`config.mk`:
```
export PLATFORM = sky130hd
export DESIGN_NAME = dcache_ctrl
export DESIGN_NICKNAME = d
export VERILOG_FILES = /design/src/rtl/dcache_ctrl.sv
export SDC_FILE = /design/constraint.sdc
export NUM_CORES = 1
export LEC_CHECK = 0
export ABC_AREA = 1
export BUFFER_PORTS_ARGS = -buffer_cell sky130_fd_sc_hd__buf_2
export CAP_MARGIN = 10
export CORE_ASPECT_RATIO = 1.25
export CORE_MARGIN = 2
export CORE_UTILIZATION = 45
export DETAILED_ROUTE_END_ITERATION = 8
export GPL_ROUTABILITY_DRIVEN = 0
export MAX_ROUTING_LAYER = met4
export PLACE_DENSITY = 0.63
export SYNTH_ARGS = -nofsm -noshare
export SYNTH_HDL_FRONTEND = slang
export SYNTH_SLANG_ARGS = --single-unit
```
`constraint.sdc`:
```
create_clock -name clock -period 2.6 [get_ports clock]
set_input_delay 0.26 -clock clock [delete_from_list [all_inputs] [get_ports clock]]
set_output_delay 0.26 -clock clock [all_outputs]
set_load 0.01 [all_outputs]
```
`src/rtl/dcache_ctrl.sv`:
```
//============================================================================
// Module      : dcache_ctrl
// Description : Direct-mapped, write-back, write-allocate data cache
//               controller with internal tag/valid/dirty and data arrays.
//               Stalls the CPU through busywait on a miss, writes back a
//               dirty victim, fetches the new block and refills the line.
//               Optional hit/miss statistics: define DCACHE_STATS_EN.
// Revision    : 1.0 - initial release
//============================================================================
`default_nettype none

module dcache_ctrl #(
    parameter int ADDR_W   = 8,
    parameter int DATA_W   = 8,
    parameter int INDEX_W  = 3,
    parameter int OFFSET_W = 2
) (
    input  logic                           clock,
    input  logic                           reset,
    input  logic                           read,
    input  logic                           write,
    input  logic [ADDR_W-1:0]              address,
    input  logic [DATA_W-1:0]              writedata,
    output logic [DATA_W-1:0]              readdata,
    output logic                           busywait,
    output logic                           mem_read,
    output logic                           mem_write,
    output logic [ADDR_W-OFFSET_W-1:0]     mem_address,
    output logic [(DATA_W<<OFFSET_W)-1:0]  mem_writedata,
    input  logic [(DATA_W<<OFFSET_W)-1:0]  mem_readdata,
    input  logic                           mem_busywait
`ifdef DCACHE_STATS_EN
    ,
    output logic [15:0]                    hit_count,
    output logic [15:0]                    miss_count
`endif
);

    localparam int c_TAG_W = ADDR_W - INDEX_W - OFFSET_W;
    localparam int c_BLK_W = DATA_W << OFFSET_W;
    localparam int c_LINES = 1 << INDEX_W;

    typedef enum logic [1:0] {
        S_IDLE      = 2'd0,
        S_WRITEBACK = 2'd1,
        S_FETCH     = 2'd2,
        S_UPDATE    = 2'd3
    } state_t;

    state_t                          r_state;
    logic                            r_mem_read;
    logic                            r_mem_write;
    logic [ADDR_W-OFFSET_W-1:0]      r_mem_address;
    logic [c_BLK_W-1:0]              r_mem_writedata;
    logic [c_BLK_W-1:0]              r_fill_block;

    logic [c_LINES-1:0]              r_valid;
    logic [c_LINES-1:0]              r_dirty;
    logic [c_TAG_W-1:0]              r_tag_array  [c_LINES];
    logic [c_BLK_W-1:0]              r_data_array [c_LINES];

    logic [c_TAG_W-1:0]              w_tag;
    logic [INDEX_W-1:0]              w_index;
    logic [OFFSET_W-1:0]             w_offset;
    logic                            w_req;
    logic                            w_idle;
    logic                            w_hit;
    logic                            w_hit_access;
    logic                            w_write_hit;
    logic                            w_victim_dirty;
    logic [c_BLK_W-1:0]              w_line_data;
    logic [DATA_W-1:0]               w_word;

    // Address split and hit detection against the indexed line
    assign w_tag          = address[ADDR_W-1 -: c_TAG_W];
    assign w_index        = address[OFFSET_W +: INDEX_W];
    assign w_offset       = address[OFFSET_W-1:0];
    assign w_req          = read | write;
    assign w_idle         = (r_state == S_IDLE);
    assign w_hit          = r_valid[w_index] && (r_tag_array[w_index] == w_tag);
    assign w_hit_access   = w_idle && w_req && w_hit;
    assign w_write_hit    = w_hit_access && write;
    assign w_victim_dirty = r_valid[w_index] && r_dirty[w_index];
    assign w_line_data    = r_data_array[w_index];
    assign w_word         = w_line_data[w_offset*DATA_W +: DATA_W];

    // A simultaneous read and write is a write, so no load data is returned
    assign readdata      = (w_idle && read && !write && w_hit) ? w_word : '0;
    assign busywait      = w_idle ? (w_req && !w_hit) : 1'b1;
    assign mem_read      = r_mem_read;
    assign mem_write     = r_mem_write;
    assign mem_address   = r_mem_address;
    assign mem_writedata = r_mem_writedata;

    // Miss-handling FSM; memory request outputs are registered with the state
    always_ff @(posedge clock) begin
        if (!reset) begin
            r_state         <= S_IDLE;
            r_mem_read      <= 1'b0;
            r_mem_write     <= 1'b0;
            r_mem_address   <= '0;
            r_mem_writedata <= '0;
            r_fill_block    <= '0;
        end else begin
            case (r_state)
                S_IDLE: begin
                    if (w_req && !w_hit) begin
                        if (w_victim_dirty) begin
                            r_state         <= S_WRITEBACK;
                            r_mem_write     <= 1'b1;
                            r_mem_address   <= {r_tag_array[w_index], w_index};
                            r_mem_writedata <= r_data_array[w_index];
                        end else begin
                            r_state         <= S_FETCH;
                            r_mem_read      <= 1'b1;
                            r_mem_address   <= {w_tag, w_index};
                        end
                    end
                end
                S_WRITEBACK: begin
                    if (!mem_busywait) begin
                        r_state         <= S_FETCH;
                        r_mem_write     <= 1'b0;
                        r_mem_writedata <= '0;
                        r_mem_read      <= 1'b1;
                        r_mem_address   <= {w_tag, w_index};
                    end
                end
                S_FETCH: begin
                    if (!mem_busywait) begin
                        r_state       <= S_UPDATE;
                        r_mem_read    <= 1'b0;
                        r_mem_address <= '0;
                        r_fill_block  <= mem_readdata;
                    end
                end
                S_UPDATE: begin
                    r_state <= S_IDLE;
                end
                default: begin
                    r_state <= S_IDLE;
                end
            endcase
        end
    end

    // Data and tag arrays: refill in UPDATE, single-word store on a write hit
    always_ff @(posedge clock) begin
        if (r_state == S_UPDATE) begin
            r_data_array[w_index] <= r_fill_block;
            r_tag_array[w_index]  <= w_tag;
        end else if (w_write_hit) begin
            r_data_array[w_index][w_offset*DATA_W +: DATA_W] <= writedata;
        end
    end

    // Valid and dirty bits: the only array state cleared by reset
    always_ff @(posedge clock) begin
        if (!reset) begin
            r_valid <= '0;
            r_dirty <= '0;
        end else if (r_state == S_UPDATE) begin
            r_valid[w_index] <= 1'b1;
            r_dirty[w_index] <= 1'b0;
        end else if (w_write_hit) begin
            r_dirty[w_index] <= 1'b1;
        end
    end

`ifdef DCACHE_STATS_EN
    logic        r_pending;
    logic [15:0] r_hit_count;
    logic [15:0] r_miss_count;

    // Saturating counters; r_pending marks a request that already missed so
    // its completion after the refill is not counted as a hit
    always_ff @(posedge clock) begin
        if (!reset) begin
            r_pending    <= 1'b0;
            r_hit_count  <= '0;
            r_miss_count <= '0;
        end else begin
            if (w_idle && w_req && !w_hit) begin
                r_pending <= 1'b1;
                if (r_miss_count != 16'hFFFF) begin
                    r_miss_count <= r_miss_count + 16'd1;
                end
            end else if (w_hit_access) begin
                r_pending <= 1'b0;
                if (!r_pending && (r_hit_count != 16'hFFFF)) begin
                    r_hit_count <= r_hit_count + 16'd1;
                end
            end
        end
    end

    assign hit_count  = r_hit_count;
    assign miss_count = r_miss_count;
`endif

endmodule

`default_nettype wire

```
==> results.yml, run 1 <==
sta:
  period_needed_ns: 2.55
  fin_crit_sh_pct: 98.0
  grt_setup_unrepaired: "true"
  fin_hold_ws_ns: 0.0725
  setup_violations: 0
  slew_violations: 0
  hold_violations: 0
  slew_headroom_pct: 41.1
  fin_skew_ns: 0.0204
  tightest_slew_ns: 0.882
  fmax_ghz: 0.393
finish:
  utilization_pct: 56.8
  diodes: 0
  final_cell_mix: "396 x nand2_1, 280 x edfxtp_1, 137 x inv_1"
  drive_gt1_share_pct: 20.1
  final_nets: 1849
  finalNonFillerCells: 2280
  fillers: 3009
  layout_commonest_cell: "nand2_1"
  area_growth_pct: 24.8
floorplanning:
  core_area_um2: 34400
  die_area_um2: 36300
  num_rows: 76
  fp.dieW_um: 171
  die_y_um: 213
  initial_core_util_pct: 45.5
  io_pins: 102
synth:
  ys_seq_elements: 370
  synth-async-reset-ratio_pct: 0
  seq_area_frac_synth_pct: 65.2
  ys_types: 39
  netlist_area_um2: 15700
  ys_dominant_reg_cell: "edfxtp_1"
  synth.avg_cell_area_um2: 10.2
  yosysWarnings: 0
  synth_nets: 1603
  synth_edf_count: 280
  synthesis.instances: 1541
clock_tree:
  cts_buffers: 36
  clock_sinks: 370
  ctsHtreeMaxLevel: 2
  worstSkewPairLatency_ns: 0.54
  path_clk_slew_ns: 0.06
  clock_path_buffers: 3
  root_buffer: "clkbuf_16"
  cts_tree: "built"
global_route:
  track_usage_pct: 25.5
  antenna_found_initial: 0
  grt_pass1_wl_mm: 67.2
  grt_max_degree: 50
  grt_pass1_vias: 11684
  grt_overflow: 0
setup_path:
  worst_setup_path_end_kind: "output pin"
  crit_end: "busywait"
  required_ns: 2.34
  reg2reg_depth: 13
  regToRegStartpoint: "r_tag_array[5][1]"
  crit_start: "r_tag_array[5][1]"
  worstSetupPathType: "flop to output pin"
  r2r_setup_slack_ns: 0.18
  r2r-end: "r_data_array[2][17]"
  crit_fanout: 17
  cp-start-kind: "flop"
  crit_arrival_ns: 2.29
hold_path:
  whs_path_depth: 1
  hold_class: "input port to flop"
drt:
  first_iter_violations: 1162
  via_count: 12180
  route.met2.wl_mm: 21.6
  wl_per_cell_um: 19.7
  met3_length_mm: 3.17
  drc: 0
  drtPass1Iterations: 6
  ant_nets: 0
  top_layer_used: "met4"
  wl_met1_mm: 18.5
  avgViaCountPerCell: 5.34
  wl_mm: 44.9
power_and_ir_drop:
  totalPowerFinal_mw: 14.6
  p_clk_share_pct: 34.5
  p_switching_mw: 4.00
  power_density_nw_per_um2: 746
  p_seq_share_pct: 48.5
  ir_drop_mv: 0.472
  intPower_mw: 10.6
  p_leak_nw: 8.05
  sw_frac_of_total_pct: 27.4
  p_comb_share_pct: 16.9
job:
  drv_cap: 0
status:
  outcome: "completed"
place:
  port_buffers: 101
  dp_hpwl_mm: 31.9
  placed_cells: 2183
-- cell type report --
| class | instances | area, um^2 | area share [%] |
|---|---|---|---|
| Tap cell | 468 | 586 | 2.99 |
| Timing Repair Buffer | 285 | 2390 | 12.2 |
| Inverter | 143 | 544 | 2.78 |
| Clock inverter | 11 | 106 | 0.544 |
| Sequential cell | 370 | 10200 | 52.2 |
| Clock buffer | 52 | 1000 | 5.12 |
| Multi-Input combinational cell | 951 | 4730 | 24.2 |
-- critical path: stages, from the launching register on --
cell and delay, ns:
edfxtp_1 0.36, inv_1 0.07, nand2_2 0.06, nand3_2 0.08
nand2_2 0.07, nor3_1 0.32, nor2_4 0.06, buf_6 0.13
a21boi_4 0.26, buf_12 0.19, buf_2 0.14
-- synth_stat cells (all sizes together), types with 2 or more instances --
master	count	area, um^2
nor2	138	586
a221oi	5	43.8
a31oi	7	43.8
o21a	5	37.5
a22o	17	149
nand3b	5	37.5
a21oi	84	420
inv	140	526
buf	30	181
dfxtp	90	1800
o211ai	13	97.6
o21ai	79	440
o22ai	2	12.5
nand2	422	1600
nor3	27	135
or2	3	18.8
clkinv	3	11.3
nand4	62	388
edfxtp	280	8410
nand3	45	225
o2111ai	2	17.5
clkbuf	47	176
a211oi	7	52.6
a22oi	16	120
ha	9	113
-- timing repair --
| action | in CTS | in global routing |
|---|---|---|
| gates cloned | 0 | 1 |
| endpoints found under the hold margin | 32 | 0 |
| endpoints found under the setup margin | 5 | 107 |
| setup buffers | 0 | 1 |
| resized for setup | 3 | 50 |
| pin swaps | 0 | 6 |
| hold buffers | 32 | 0 |
-- worst min-delay path by stage --
stage	start	to	slack, ns
4_1_cts	address[7]	r_tag_array[1][2]	0.06
3_5_place_dp	mem_writedata[29]	mem_writedata[29]	0.45
2_1_floorplan	address[5]	r_tag_array[0][0]	0.36
3_3_place_gp	r_valid[0]	r_valid[0]	0.45
6_report	address[5]	r_tag_array[2][0]	0.07
5_1_grt	address[5]	r_tag_array[2][0]	0.08
-- metrics by stage --
step	setup TNS (ns)	area (um^2)	setup WS, ns
2_1_floorplan	0	15700	0.230
4_1_cts	0	19400	0.00809
3_3_place_gp	-16.86	17900	-0.147
6_report	0	19600	0.0532
5_1_grt	-0.489	19600	-0.0834
3_5_place_dp	-31.82	17900	-0.167
-- layer usage --
| layer | track usage (%) | vias up |
|---|---|---|
| met5 | - | - |
| met4 | 9.59 | 0 |
| met3 | 3.59 | 99 |
| met2 | 41.8 | 482 |
| met1 | 32.5 | 5828 |
| li1 | - | 5771 |
-- power by group through the flow --
stage,Clock [mW],Combinational [mW],Sequential [mW]
2_1_floorplan,0,1.34,7.18
3_3_place_gp,0,2.31,7.20
3_5_place_dp,0,2.35,7.20
4_1_cts,5.10,2.39,7.08
5_1_grt,5.30,2.73,7.11
6_report,5.04,2.47,7.08
-- cells by family after synthesis --
family,count (synthesis),share of synthesized area [%]
simple gates,702,19.1
flops,370,65.2
compound gates,240,9.36
buf+inv,220,5.71
fa+ha+maj,9,0.719
-- sequential cells by signal (all words and copies together) (netlist names), named ones only --
signal,cells
r_data_array,256
r_fill_block,32
r_valid,8
mem_write,1
mem_read,1
mem_address,6
r_tag_array,24
mem_writedata,32
r_state,2
No activity file was read; power rests on OpenSTA's default activity.
==> run 2: changes to the inputs <==
PLACE_DENSITY = 0.6   (was 0.63)
==> results.yml, run 2 (synthesized netlist as in run 1, its figures left out) <==
floorplanning:
  die_y_um: 213
  initial_core_util_pct: 45.5
  die_area_um2: 36300
  core_area_um2: 34400
  fp.dieW_um: 171
  io_pins: 102
  num_rows: 76
finish:
  final_nets: 1859
  drive_gt1_share_pct: 20.1
  fin_area_um2: 19700
  diodes: 0
  fillers: 2967
  layout_commonest_cell: "nand2_1"
  largest_reg_flops: 256
  final_cell_mix: "407 x nand2_1, 280 x edfxtp_1, 137 x inv_1"
  top_register: "r_data_array"
  area_growth_pct: 25.8
  finalNonFillerCells: 2293
  utilization_pct: 57.3
power_and_ir_drop:
  p_leak_nw: 8.13
  ir_drop_mv: 0.462
  totalPowerFinal_mw: 14.9
  power_density_nw_per_um2: 754
drt:
  first_iter_violations: 940
  wl_per_cell_um: 20.2
  ant_nets: 0
  wl_mm: 46.2
  drtPass1Iterations: 6
  drc: 0
  via_count: 12217
  avgViaCountPerCell: 5.33
  met3_length_mm: 2.98
  wl_met1_mm: 19.3
  route.met2.wl_mm: 22.0
  top_layer_used: "met4"
clock_tree:
  ctsHtreeMaxLevel: 2
  path_clk_slew_ns: 0.06
  root_buffer: "clkbuf_16"
  cts_tree: "built"
  cts_buffers: 37
  clock_sinks: 370
  worstSkewPairLatency_ns: 0.54
  clock_path_buffers: 3
sta:
  hold_violations: 0
  slew_headroom_pct: 41.2
  grt_setup_unrepaired: "true"
  fin_skew_ns: 0.0218
  setup_violations: 0
  fmax_ghz: 0.387
  fin_hold_ws_ns: 0.0655
  fin_crit_sh_pct: 99.4
  period_needed_ns: 2.58
  tightest_slew_ns: 0.881
  slew_violations: 0
place:
  port_buffers: 101
  dp_hpwl_mm: 33.1
  placed_cells: 2193
  post_dp_cell_area_um2: 18000
setup_path:
  worstSetupPathType: "input port to output pin"
  crit_fanout: 22
  crit_arrival_ns: 2.32
  crit_chain: "buf_2 > buf_4 > nand2_1 > nor2_2 > buf_12 > buf_12 > nand2_1 > nand3_1 > a21oi_1 > nand4_1 > o211ai_1 > a21oi_4 > buf_6"
  worst_setup_path_end_kind: "output pin"
  required_ns: 2.34
  cp_slowest_cell: "o211ai_1"
  cp-start-kind: "input port"
  max_stage_delay_ns: 0.39
global_route:
  grt_pass1_wl_mm: 69.9
  grt_overflow: 0
  grt_max_degree: 50
  grt_pass1_vias: 11881
  antenna_found_initial: 0
  track_usage_pct: 26.7
status:
  outcome: "completed"
job:
  drv_cap: 0
hold_path:
  hold_class: "input port to flop"
## run 2: cell count changes in the layout (fill, tap and decap cells not counted), moves of 3 or more
| cell | change |
|---|---|
| clkinv_4 | +3 |
| clkinv_2 | +4 |
| buf_6 | +3 |
| nand3_1 | +3 |
| nand3_2 | -3 |
| clkbuf_1 | -6 |
| buf_4 | +5 |
| buf_12 | +4 |
| nand2_1 | +11 |
| nand2_2 | -11 |
## run 2: path summary, 6_finish.rpt
check / from / to / slack, ns / cells past startpoint
worst min register to register: mem_writedata[31] / mem_writedata[31] / 0.46 / 2
worst max-delay path: address[4] / readdata[6] / 0.02 / 13
worst min-delay path: address[7] / r_tag_array[0][2] / 0.07 / 1
worst max register to register: r_tag_array[5][0] / r_data_array[4][23] / 0.16 / 15
## run 2: layer usage
metal	up-vias	track usage, %
met5	-	-
met4	0	11.4
met3	122	3.82
met2	479	42.7
met1	5825	34.2
li1	5791	-
## run 2: repair_timing
action / 4_1_cts / 5_1_grt
hold buffers: 32 / 0
gates resized for setup: 4 / 33
endpoints found under the hold margin: 32 / 0
buffers inserted: 0 / 1
pin swaps: 0 / 11
setup endpoints to repair: 6 / 326
## run 2: metrics by stage
stage | worst slack [ns] | setup TNS (ns)
floorplan | 0.230 | 0
global route | -0.0677 | -0.443
CTS | -0.0426 | -0.125
finish | 0.0154 | 0
detailed placement | -0.0787 | -5.56
global placement | -0.126 | -4.60
## run 2: area by class of cell
type / count / area (um^2) / area share, %
multi-input combinational: 951 / 4680 / 23.8
inverter: 143 / 537 / 2.72
clock inverter: 22 / 228 / 1.16
tap: 468 / 586 / 2.97
sequential: 370 / 10200 / 51.8
clock buffer: 45 / 966 / 4.90
timing repair buffer: 294 / 2500 / 12.7
## run 2: worst max-delay path, delay by kind of cell
| kind | cells | cell delay (ns) |
|---|---|---|
| AOI/OAI and AO/OA | 3 | 0.65 |
| and+or+nand+nor | 5 | 0.61 |
| buffers and inverters | 5 | 0.78 |
## run 2: power by group
group	switching (mW)	internal, mW
clock network	2.25	3.07
logic	1.68	0.784
registers	0.158	6.93
total	4.09	10.8
